--- config.mk ---
export PLATFORM = sky130hd
export DESIGN_NAME = ram_fifo_ctrl
export DESIGN_NICKNAME = d
export VERILOG_FILES = /design/src/rtl/ram_fifo_ctrl.sv
export SDC_FILE = /design/constraint.sdc
export NUM_CORES = 1
export LEC_CHECK = 0
export CORE_ASPECT_RATIO = 1.5
export CORE_MARGIN = 2
export CORE_UTILIZATION = 40
export CTS_CLUSTER_DIAMETER = 200
export DETAILED_ROUTE_END_ITERATION = 12
export PLACE_DENSITY = 0.95
export SYNTH_ARGS = -nofsm -noshare
export SYNTH_HDL_FRONTEND = slang
export SYNTH_SLANG_ARGS = --single-unit
--- constraint.sdc ---
create_clock -name clk -period 6 [get_ports clk]
set_input_delay 0.6 -clock clk [delete_from_list [all_inputs] [get_ports clk]]
set_output_delay 0.6 -clock clk [all_outputs]
set_load 0.005 [all_outputs]
--- src/rtl/ram_fifo_ctrl.sv ---
// FIFO controller driving an external dual-port RAM: port A pushes, port B pops.
// Holds the pointers, occupancy and status flags; the storage lives in the RAM.
module ram_fifo_ctrl #(
   parameter int DATA_WIDTH = 8,
   parameter int ADDR_WIDTH = 4,
   parameter int AFULL_LVL  = 12
) (
   input  logic                  clk,
   input  logic                  rst_n,
   input  logic                  wr_en,
   input  logic [DATA_WIDTH-1:0] wr_data,
   input  logic                  rd_en,
   output logic [DATA_WIDTH-1:0] rd_data,
   output logic                  rd_valid,
   output logic                  full,
   output logic                  empty,
   output logic                  almost_full,
   output logic [ADDR_WIDTH:0]   count,
   output logic                  overflow,
   output logic                  underflow,
   output logic                  ram_we_a,
   output logic [ADDR_WIDTH-1:0] ram_addr_a,
   output logic [DATA_WIDTH-1:0] ram_din_a,
   output logic                  ram_we_b,
   output logic [ADDR_WIDTH-1:0] ram_addr_b,
   output logic [DATA_WIDTH-1:0] ram_din_b,
   input  logic [DATA_WIDTH-1:0] ram_dout_b
);

   localparam logic [ADDR_WIDTH:0] DEPTH_V = {1'b1, {ADDR_WIDTH{1'b0}}};
   localparam logic [ADDR_WIDTH:0] AFULL_V = AFULL_LVL[ADDR_WIDTH:0];
   localparam logic [ADDR_WIDTH:0] ONE_V   = {{ADDR_WIDTH{1'b0}}, 1'b1};

   // Extra MSB on each pointer is the wrap bit, so full and empty stay distinct.
   logic [ADDR_WIDTH:0] wptr, rptr;
   logic                pop_ok, push_ok;

   assign count       = wptr - rptr;
   assign empty       = (count == '0);
   assign full        = (count == DEPTH_V);
   assign almost_full = (count >= AFULL_V);

   // A push into a full FIFO is fine when a pop frees the slot in the same cycle.
   assign pop_ok  = rd_en & ~empty;
   assign push_ok = wr_en & (~full | pop_ok);

   assign ram_we_a   = push_ok;
   assign ram_addr_a = wptr[ADDR_WIDTH-1:0];
   assign ram_din_a  = wr_data;
   assign ram_we_b   = 1'b0;
   assign ram_addr_b = rptr[ADDR_WIDTH-1:0];
   assign ram_din_b  = '0;
   assign rd_data    = ram_dout_b;

   always_ff @(posedge clk) begin
      if (!rst_n) begin
         wptr      <= '0;
         rptr      <= '0;
         rd_valid  <= 1'b0;
         overflow  <= 1'b0;
         underflow <= 1'b0;
      end else begin
         if (push_ok) wptr <= wptr + ONE_V;
         if (pop_ok)  rptr <= rptr + ONE_V;
         // RAM output is registered, so the popped word shows up one cycle later.
         rd_valid  <= pop_ok;
         overflow  <= overflow  | (wr_en & ~push_ok);
         underflow <= underflow | (rd_en & empty);
      end
   end

endmodule
==> impl_metrics.json <==
{
  "rrSetupSlack_ns": 3.37,
  "synth_area_leaders": "dfxtp_1 24%, buf_4 23%, ha_1 6.9%",
  "ant_nets": 0,
  "register_area_sq_um": 260,
  "cp_max_fo": 8,
  "total_power_mw": 0.454,
  "synth_edf_count": 0,
  "clkPwrFrac_pct": 17.1,
  "clock.fmax_mhz": 272,
  "initial_core_util_pct": 41.2,
  "finalCritPeriodShare_pct": 61.4,
  "maxCapViolCount": 0,
  "p_switching_mw": 0.164,
  "core-area_sq_um": 2650,
  "fin_area_sq_um": 1180,
  "p_sw_share_pct": 36.2,
  "internal_power_mw": 0.290,
  "combPwrFrac_pct": 58.2,
  "cts_setup_buffers": 0,
  "yosysMostFrequentCell": "buf_4",
  "path_clk_slew_ns": 0.05,
  "htree_levels": 1,
  "holdWs_ns": 0.471,
  "post-route-min-period_ns": 3.68,
  "first_global_vias": 708,
  "r2r_cells": 9,
  "ys_async_sr_fraction_pct": 0,
  "yosys.area.top_type": "dfxtp_1",
  "placed_area_sq_um": 1130,
  "cp-endpoint": "ram_we_a",
  "num_vias": 823,
  "slew_headroom_pct": 65.4,
  "synth_cell_type_count": 36,
  "grt-ovfl-total": 0,
  "synth_cells": 126,
  "seq_power_share_pct": 24.7,
  "worstSetupPathType": "reg2out",
  "clk_latency_ns": 0.24,
  "drive_above_1_share_pct": 9.52,
  "worstMarginPinSlew_ns": 0.519,
  "grt_max_degree": 13,
  "vias_per_cell": 5.05,
  "rr_startpoint": "wptr[0]",
  "wl_per_cell_um": 12.3,
  "synth_common_cells": "33 x buf_4, 13 x dfxtp_1, 10 x a21oi_1",
  "worstPathRequired_ns": 5.40,
  "rsz0062_at_grt": "false",
  "cts_tree": "built",
  "final_nets": 154,
  "dieHeight_um": 68.0,
  "seq_area_frac_synth_pct": 23.9,
  "clockBufferDepth": 2,
  "setup_viol": 0,
  "holdBufCountCts": 0,
  "die_w_um": 46.6,
  "grt_pass1_wl_um": 3050,
  "worstSetupEndpointType": "output port",
  "syn2layout_area_growth_pct": 8.14,
  "num_rows": 23,
  "irDropWorstVdd_v": 0.000165,
  "final_cells": 163,
  "multiInputGateArea_sq_um": 561,
  "drv_slew": 0,
  "place_congestion": 0.784,
  "synth_ff_type": "dfxtp_1",
  "drt_iter0_markers": 37,
  "cts_buffers": 3,
  "wl_um": 2010,
  "worstReg2RegEnd": "wptr[0]",
  "status": "complete, no violations",
  "antenna_found_initial": 0,
  "syn-mean-instance-area_sq_um": 8.66,
  "skew_ns": 0.000993,
  "die-area_sq_um": 3170,
  "synth_seq_cells": 13,
  "diodes": 0,
  "yosysWarnings": 0,
  "start_kind": "flop",
  "ctsResizeCount": 0,
  "synth_top_area_share_pct": 23.9,
  "cts_sinks": 13,
  "startpoint": "wptr[0]",
  "hold_path.class": "reg2reg",
  "power.density_nw_per_um2": 385,
  "grt_usage_pct": 13.6,
  "io_buffer_count": 23,
  "drc": 0,
  "setup_tns_ns": 0,
  "hold_viol": 0,
  "placed_cells": 159,
  "p_leak_nw": 0.457,
  "place_hpwl_um": 1590,
  "dr.pass1.iters": 4,
  "io_pins": 65,
  "cp.arrival_ns": 3.08,
  "synth_area_sq_um": 1090,
  "fill_cells": 270,
  "cts_root_buf": "clkbuf_8"
}
-- per-layer routing --
layer  wire length (um)  share of wire, %  GRT usage [%]  vias to the layer above
met5                  0                 0              0                        -
li1                   -                 -              -                      393
met3                112               5.6           1.85                       10
met4                 79               3.9           12.2                        0
met2               1100                54           24.7                       34
met1                724                36           12.3                      386
-- cells in the final DEF, fill, tap and decap left out, drive strengths merged, types with 2 or more instances in the layout --
master,instances
ha,6
inv,9
nand3,2
mux2i,3
xor2,3
nor3b,2
dfxtp,13
nor2,4
conb,9
a21oi,11
o21ai,5
or3,4
nand4,3
clkdlybuf4s50,23
clkbuf,4
nand2,8
nand3b,3
-- registers in the layout, indices dropped and copies added, names as in the netlist --
register / cells
overflow: 1
rd_valid: 1
rptr: 5
underflow: 1
wptr: 5
-- power by group through the flow --
stage / clock, mW / combinational [mW] / sequential [mW]
floorplan: 0 / 0.179 / 0.112
global placement: 0 / 0.255 / 0.114
detailed placement: 0 / 0.266 / 0.114
CTS: 0.0801 / 0.267 / 0.112
global route: 0.0836 / 0.291 / 0.115
finish: 0.0778 / 0.264 / 0.112
-- critical path, stage by stage, from the launching register on --
cell             delay [ns]
dfxtp_1                0.39
inv_1                  0.09
ha_1                   0.22
inv_1                  0.07
fa_1                   0.44
nor3b_1                0.25
nand4b_2               0.19
a2111oi_4              0.60
nor2_2                 0.12
clkdlybuf4s50_1        0.47
-- metrics by stage --
step | utilization [%] | setup WS (ns)
final | 44.6 | 2.32
after global routing | 44.6 | 2.17
after CTS | 44.6 | 2.34
after detailed placement | 42.9 | 2.62
after global placement | 42.9 | 2.72
after floorplan | - | 3.25
-- kinds of logic after synthesis --
group                      synth area share [%]
buffers and inverters                      27.5
and+or+nand+nor                            16.3
AOI/OAI and AO/OA                          18.1
DFF                                        23.9
adders and majority gates                  8.72
xor gates and xnor gates                   2.41
muxes                                      2.75
other                                     0.344
-- area by class of cell --
type	count	area share, %
Clock buffer	4	3.82
Inverter	10	3.18
Multi-Input combinational cell	76	47.5
Sequential cell	13	22.1
Tap cell	37	3.92
Timing Repair Buffer	23	19.5
-- worst min path at each step --
stage,endpoint,start,slack (ns),depth (start not counted)
after floorplan,overflow,overflow,0.46,2
after global placement,underflow,underflow,0.46,2
after detailed placement,underflow,underflow,0.46,2
after CTS,underflow,underflow,0.48,2
after global routing,underflow,underflow,0.53,2
final,underflow,underflow,0.47,2
No activity file was read; power rests on OpenSTA's default activity.
==> RTL edit 1: new RTL, config.mk and constraints unchanged <==
Make the reset (`rst_n`) asynchronous in one clocked block.
--- a/src/rtl/ram_fifo_ctrl.sv
+++ b/src/rtl/ram_fifo_ctrl.sv
@@ -54,3 +54,3 @@
 
-   always_ff @(posedge clk) begin
+   always_ff @(posedge clk or negedge rst_n) begin
       if (!rst_n) begin
Check against the original RTL: differs if rst_n is asserted again (counterexample within 4 cycles, from zero or initial values and one cycle with rst_n low); with rst_n held inactive, the same outputs for 10 cycles.
==> RTL edit 1 against the unedited design <==
Sequential cell count is the same. Synthesized cell count decreased by 13%. First-iteration DRC count down 84%. Wire length fell by 10%. Largest cell class unchanged. Setup slack improved by 220 ps. Critical endpoint unchanged. Sequential share of layout area rose by 5.2 points. Synthesized area decreased by 0.23%. Final area is 1.1% higher. Clock skew rose by 3.7 ps. Global-route usage is 0.77 points lower. Core utilization grew 0.97 points.
Power is not compared: it rests on default switching activity, and its combinational part moved more than twofold at a synthesized area within 25%.
==> RTL edit 1: results (changes against the unedited design) <==
| Metric | Value |
|---|---|
| GR Layer Usage met1 | 12.5% (+0.18 points) |
| Vias per cell | 4.53 (-10%) |
| Setup Slack @ Placement | 2780 ps (+167 ps) |
| Arrival @ worst endpoint | 2860 ps (-220 ps) |
| Adder-cell share of the synthesized area | 8.74% (+0.020 points) |
| Clock Pin Slew Worst Setup and Hold Paths | 50 ps (about the same) |
| Hold Path Depth | 1 (-1) |
| Slowest CP cell | a211oi_2 |
| Synth cell types | 27 (-25%) |
| Buffering overhead | 19.3% (-0.20 points) |
| Routed wire length | 1810 um (-10%) |
| DP HPWL | 1510 um (-5.3%) |
| Placer Congestion | 0.840 (+7.2%) |
| End point of the critical path | ram_we_a |
| Status | finished, final reports clean |
| Global Route Usage Sum | 12.8% (-0.77 points) |
| Multi-In Gates | 61 (-20%) |
| Multi-input logic area | 504 um2 (-10%) |
| Via count of the first global-routing pass | 690 (-2.5%) |
| Relative slew slack | 62.3% (-3.1 points) |
| CP Launch Type | flip-flop |
| Layout cells sized above 1 | 12.5% (+3.0 points) |
| Prevailing post-synth register cell | dfrtp_1 |
| Async S/R FF share, synth | 100% (+100 points) |
| Critical Path Fanout Max | 5 (-3) |
| CTS Buffer Depth | 2 (unchanged) |
| RR Startpoint | wptr[0] |
| Seq/Total Area, Yosys | 29.9% (+6.0 points) |
| Biggest regs | rptr: 5 flops, wptr: 5 flops |
| DR iter-0 viols | 6 (-84%) |
| Max Clk Rate | 289 MHz (+6.3%) |
| Inverters | 11 (+1) |
| Reg2reg end | wptr[1] |
| Sequential share of cell area | 27.3% (+5.2 points) |
| Largest net degree at the start of global routing | 14 (+1) |
| Most frequent cells after synthesis | 33 x buf_4, 13 x dfrtp_1, 9 x inv_1, 8 x nand3_1, 8 x xnor2_1 |
| Met2 Track Usage GR | 21.5% (-3.1 points) |
| Clock Skews | 4.70 ps (+3.71 ps) |
| Synth Area in XOR/XNOR | 9.54% (+7.1 points) |
| CP delay by family, top | compound AO/OA/AOI/OAI gates |
| P_sw | around 0.34 mW |
| Seq Cell Count | 13 (unchanged) |
| First-pass GRT wire length | 2860 um (-6.3%) |
| Synth top area cells | dfrtp_1 30%, buf_4 23%, ha_1 6.9% |
| First drt pass iteration count | 4 (unchanged) |
| Compound-Gate Fraction of Synth Area | 9.20% (-8.9 points) |
| Final clock-cell share | 3.78% (-0.040 points) |
| Multiplexer share of the synthesized area | 2.76% (+0.0063 points) |
| Met3 Use GR | 2.11% (+0.26 points) |
| Final #Nets | 140 (-9.1%) |
| Critical path's largest stage delay | 440 ps (-160 ps) |
| HP Start | overflow |
| Fillers | 228 (-16%) |
| Leak Pwr | about 0.54 nW |
| ANT cells | 0 (unchanged) |
| Worst hold endpoint | overflow |
| Reg2Reg Setup Slack | 3440 ps (+70 ps) |
| Hold WC Path Type | flip-flop to flip-flop |
RTL edit 1: cell count changes after synthesis, moves of 4 or more:
cell,delta
dfrtp_1,+13
dfxtp_1,-13
a21oi_1,-8
xnor2_1,+8
nand3_1,+6
nand2_1,-4
or3_1,-4
RTL edit 1: per-stage QoR:
step	total power, mW	cell area (um2)	utilization, %	std cells	hold WS [ps]
global placement	0.777	1150	43.8	145	463
CTS	0.880	1190	45.5	149	480
detailed placement	0.798	1150	43.8	145	463
finish	0.868	1190	45.5	149	477
floorplan	0.561	1120	-	118	304
global route	0.940	1190	45.5	149	506
RTL edit 1: cell families after synthesis:
family,Yosys count
buffers and inverters,44
and+or+nand+nor,24
DFF,13
xor gates and xnor gates,11
AOI/OAI and AO/OA,8
adders and majority gates,7
muxes,2
other,1
RTL edit 1: per-layer routing:
layer | share of wire [%] | vias to the layer above
met4 | 4.9 | 0
met1 | 38 | 314
li1 | - | 320
met3 | 6.8 | 12
met2 | 51 | 29
met5 | 0 | -
==> RTL edit 2: new RTL, same settings <==
Made on the original files. Set the parameter `DATA_WIDTH` to 12 (it was 8).
--- a/src/rtl/ram_fifo_ctrl.sv
+++ b/src/rtl/ram_fifo_ctrl.sv
@@ -3,3 +3,3 @@
 module ram_fifo_ctrl #(
-   parameter int DATA_WIDTH = 8,
+   parameter int DATA_WIDTH = 12,
    parameter int ADDR_WIDTH = 4,
Ports: changed (5 resized); port bits go from 65 to 85. No check against the original RTL was run, so the function may have changed too.
==> RTL edit 2 against the unedited design <==
Clock skew is 4.3 ps higher. Sequential cell count stayed put. Synthesized area is 8.3% higher. Worst hold slack better by 9.3 ps. Final cell count is 3.7% higher. Setup slack worse by 38 ps. Wire length is 3.2% higher. Synthesized cell count is 9.5% higher. Final area is 1.5% higher. Total power is 1.2% higher. Critical endpoint unchanged. Largest cell class unchanged.
==> RTL edit 2: results (changes against the unedited design) <==
| Metric | Value |
|---|---|
| Layout cells sized above 1 | 9.23% (-0.29 points) |
| Placer Congestion | 0.783 (about the same) |
| Synth Area in XOR/XNOR | 2.22% (-0.18 points) |
| Worst hold endpoint | underflow |
| Htree depth | 1 (unchanged) |
| Synth cell types | 36 (unchanged) |
| Prevailing post-synth register cell | dfxtp_1 |
| ANT cells | 0 (unchanged) |
| Critical Path Fanout Max | 8 (unchanged) |
| Setup Slack @ Placement | 2580 ps (-37.0 ps) |
| DR iter-0 viols | 6 (-84%) |
| Reg2reg end | wptr[1] |
| Hold Path Depth | 2 (unchanged) |
| CTS resizes | 0 (unchanged) |
| Via count of the first global-routing pass | 785 (+11%) |
| Port bufs | 23 (unchanged) |
| Post-CTS Setup Bufs | 0 (unchanged) |
| Seq/Total Area, Yosys | 22.0% (-1.8 points) |
| Compound-Gate Fraction of Synth Area | 16.7% (-1.4 points) |
| Routed wire length | 2080 um (+3.2%) |
| Multiplexer share of the synthesized area | 2.54% (-0.21 points) |
| Largest net degree at the start of global routing | 13 (unchanged) |
| Clock Skews | 5.33 ps (+4.34 ps) |
| RR Startpoint | wptr[0] |
| CTS buffer count | 3 (unchanged) |
| Leak Pwr | 0.470 nW (+2.8%) |
| Ys Warns | 0 (unchanged) |
| Via count | 821 (-0.24%) |
| Final #Nets | 166 (+7.8%) |
| Hold WC Path Type | flip-flop to flip-flop |
| First-pass GRT wire length | 3300 um (+8.2%) |
| Global Route Usage Sum | 12.8% (-0.84 points) |
| Fillers | 288 (+6.7%) |
| Initial antenna violation count | 0 (unchanged) |
| Most frequent cells after synthesis | 45 x buf_4, 13 x dfxtp_1, 10 x a21oi_1, 9 x inv_1, 8 x nand2_1 |
| R2R cell count | 9 (unchanged) |
| First drt pass iteration count | 4 (unchanged) |
| Clk root buf | clkbuf_8 |
| Reg2Reg Setup Slack | 3350 ps (-20 ps) |
| Biggest regs | rptr: 5 flops, wptr: 5 flops |
| Clk_lat worst skew | 250 ps |
| Hold slack | 480 ps (+9.26 ps) |
| Synth top area cells | buf_4 29%, dfxtp_1 22%, ha_1 6.4% |
| DP HPWL | 1660 um (+4.2%) |
| Maximum VDD drop | 141 uV (-14%) |
| Adder-cell share of the synthesized area | 8.05% (-0.66 points) |
| CTS Buffer Depth | 2 (unchanged) |
| Async S/R FF share, synth | 0% (unchanged) |
| HP Start | underflow |
| Clock Pin Slew Worst Setup and Hold Paths | 60 ps |
| Arrival @ worst endpoint | 3120 ps (+40 ps) |
| Status | finished, final reports clean |
==> RTL edit 2: cell type report <==
class	count	area [um2]	area share [%]
Timing Repair Buffer	23	230	19.2
Sequential cell	13	260	21.7
Tap cell	39	48.8	4.08
Clock buffer	4	45.0	3.76
Inverter	10	37.5	3.13
Multi-Input combinational cell	80	576	48.1
==> RTL edit 2: worst max path at each step <==
stage	endpoint	slack [ps]	start	depth (start not counted)
floorplan	ram_we_a	3250	wptr[0]	8
global placement	ram_we_a	2730	wptr[0]	9
detailed placement	ram_we_a	2580	wptr[0]	9
CTS	ram_we_a	2300	wptr[0]	9
global route	ram_we_a	2150	wptr[0]	9
finish	ram_we_a	2280	wptr[0]	9
==> RTL edit 2: report_power, final <==
group          leakage [nW]  internal [mW]  switching, mW
clock                0.0228         0.0470         0.0337
combinational         0.342          0.143          0.123
sequential            0.106         0.0994         0.0136
total                 0.470          0.290          0.170
==> RTL edit 2: cell families (layout without fill, tap and decap cells) <==
logic type | count (synthesis) | after routing
other cells | 1 | 13
fa+ha+maj | 7 | 7
buf+inv | 57 | 37
mux | 3 | 3
flops | 13 | 13
xor+xnor | 3 | 3
compound gates | 24 | 24
simple gates | 30 | 30
==> RTL edit 2: critical path: stages (launching register included) <==
cell and delay [ps]:
dfxtp_1 400, inv_1 90, ha_1 220, inv_1 70
fa_1 440, nor3b_1 290, nand4b_2 210, a2111oi_4 570
nor2_2 110, clkdlybuf4s50_1 470
==> RTL edit 2: per-stage QoR <==
stage               instance area (um2)  instances
floorplan                          1230        150
global placement                   1150        165
detailed placement                 1150        165
CTS                                1200        169
global route                       1200        169
finish                             1200        169
==> RTL edit 2: per-layer routing <==
| layer | GRT usage, % | wire (um) |
|---|---|---|
| met5 | 0 | 0 |
| met4 | 15.6 | 134 |
| met3 | 1.48 | 146 |
| met2 | 22.8 | 1070 |
| met1 | 11.2 | 730 |
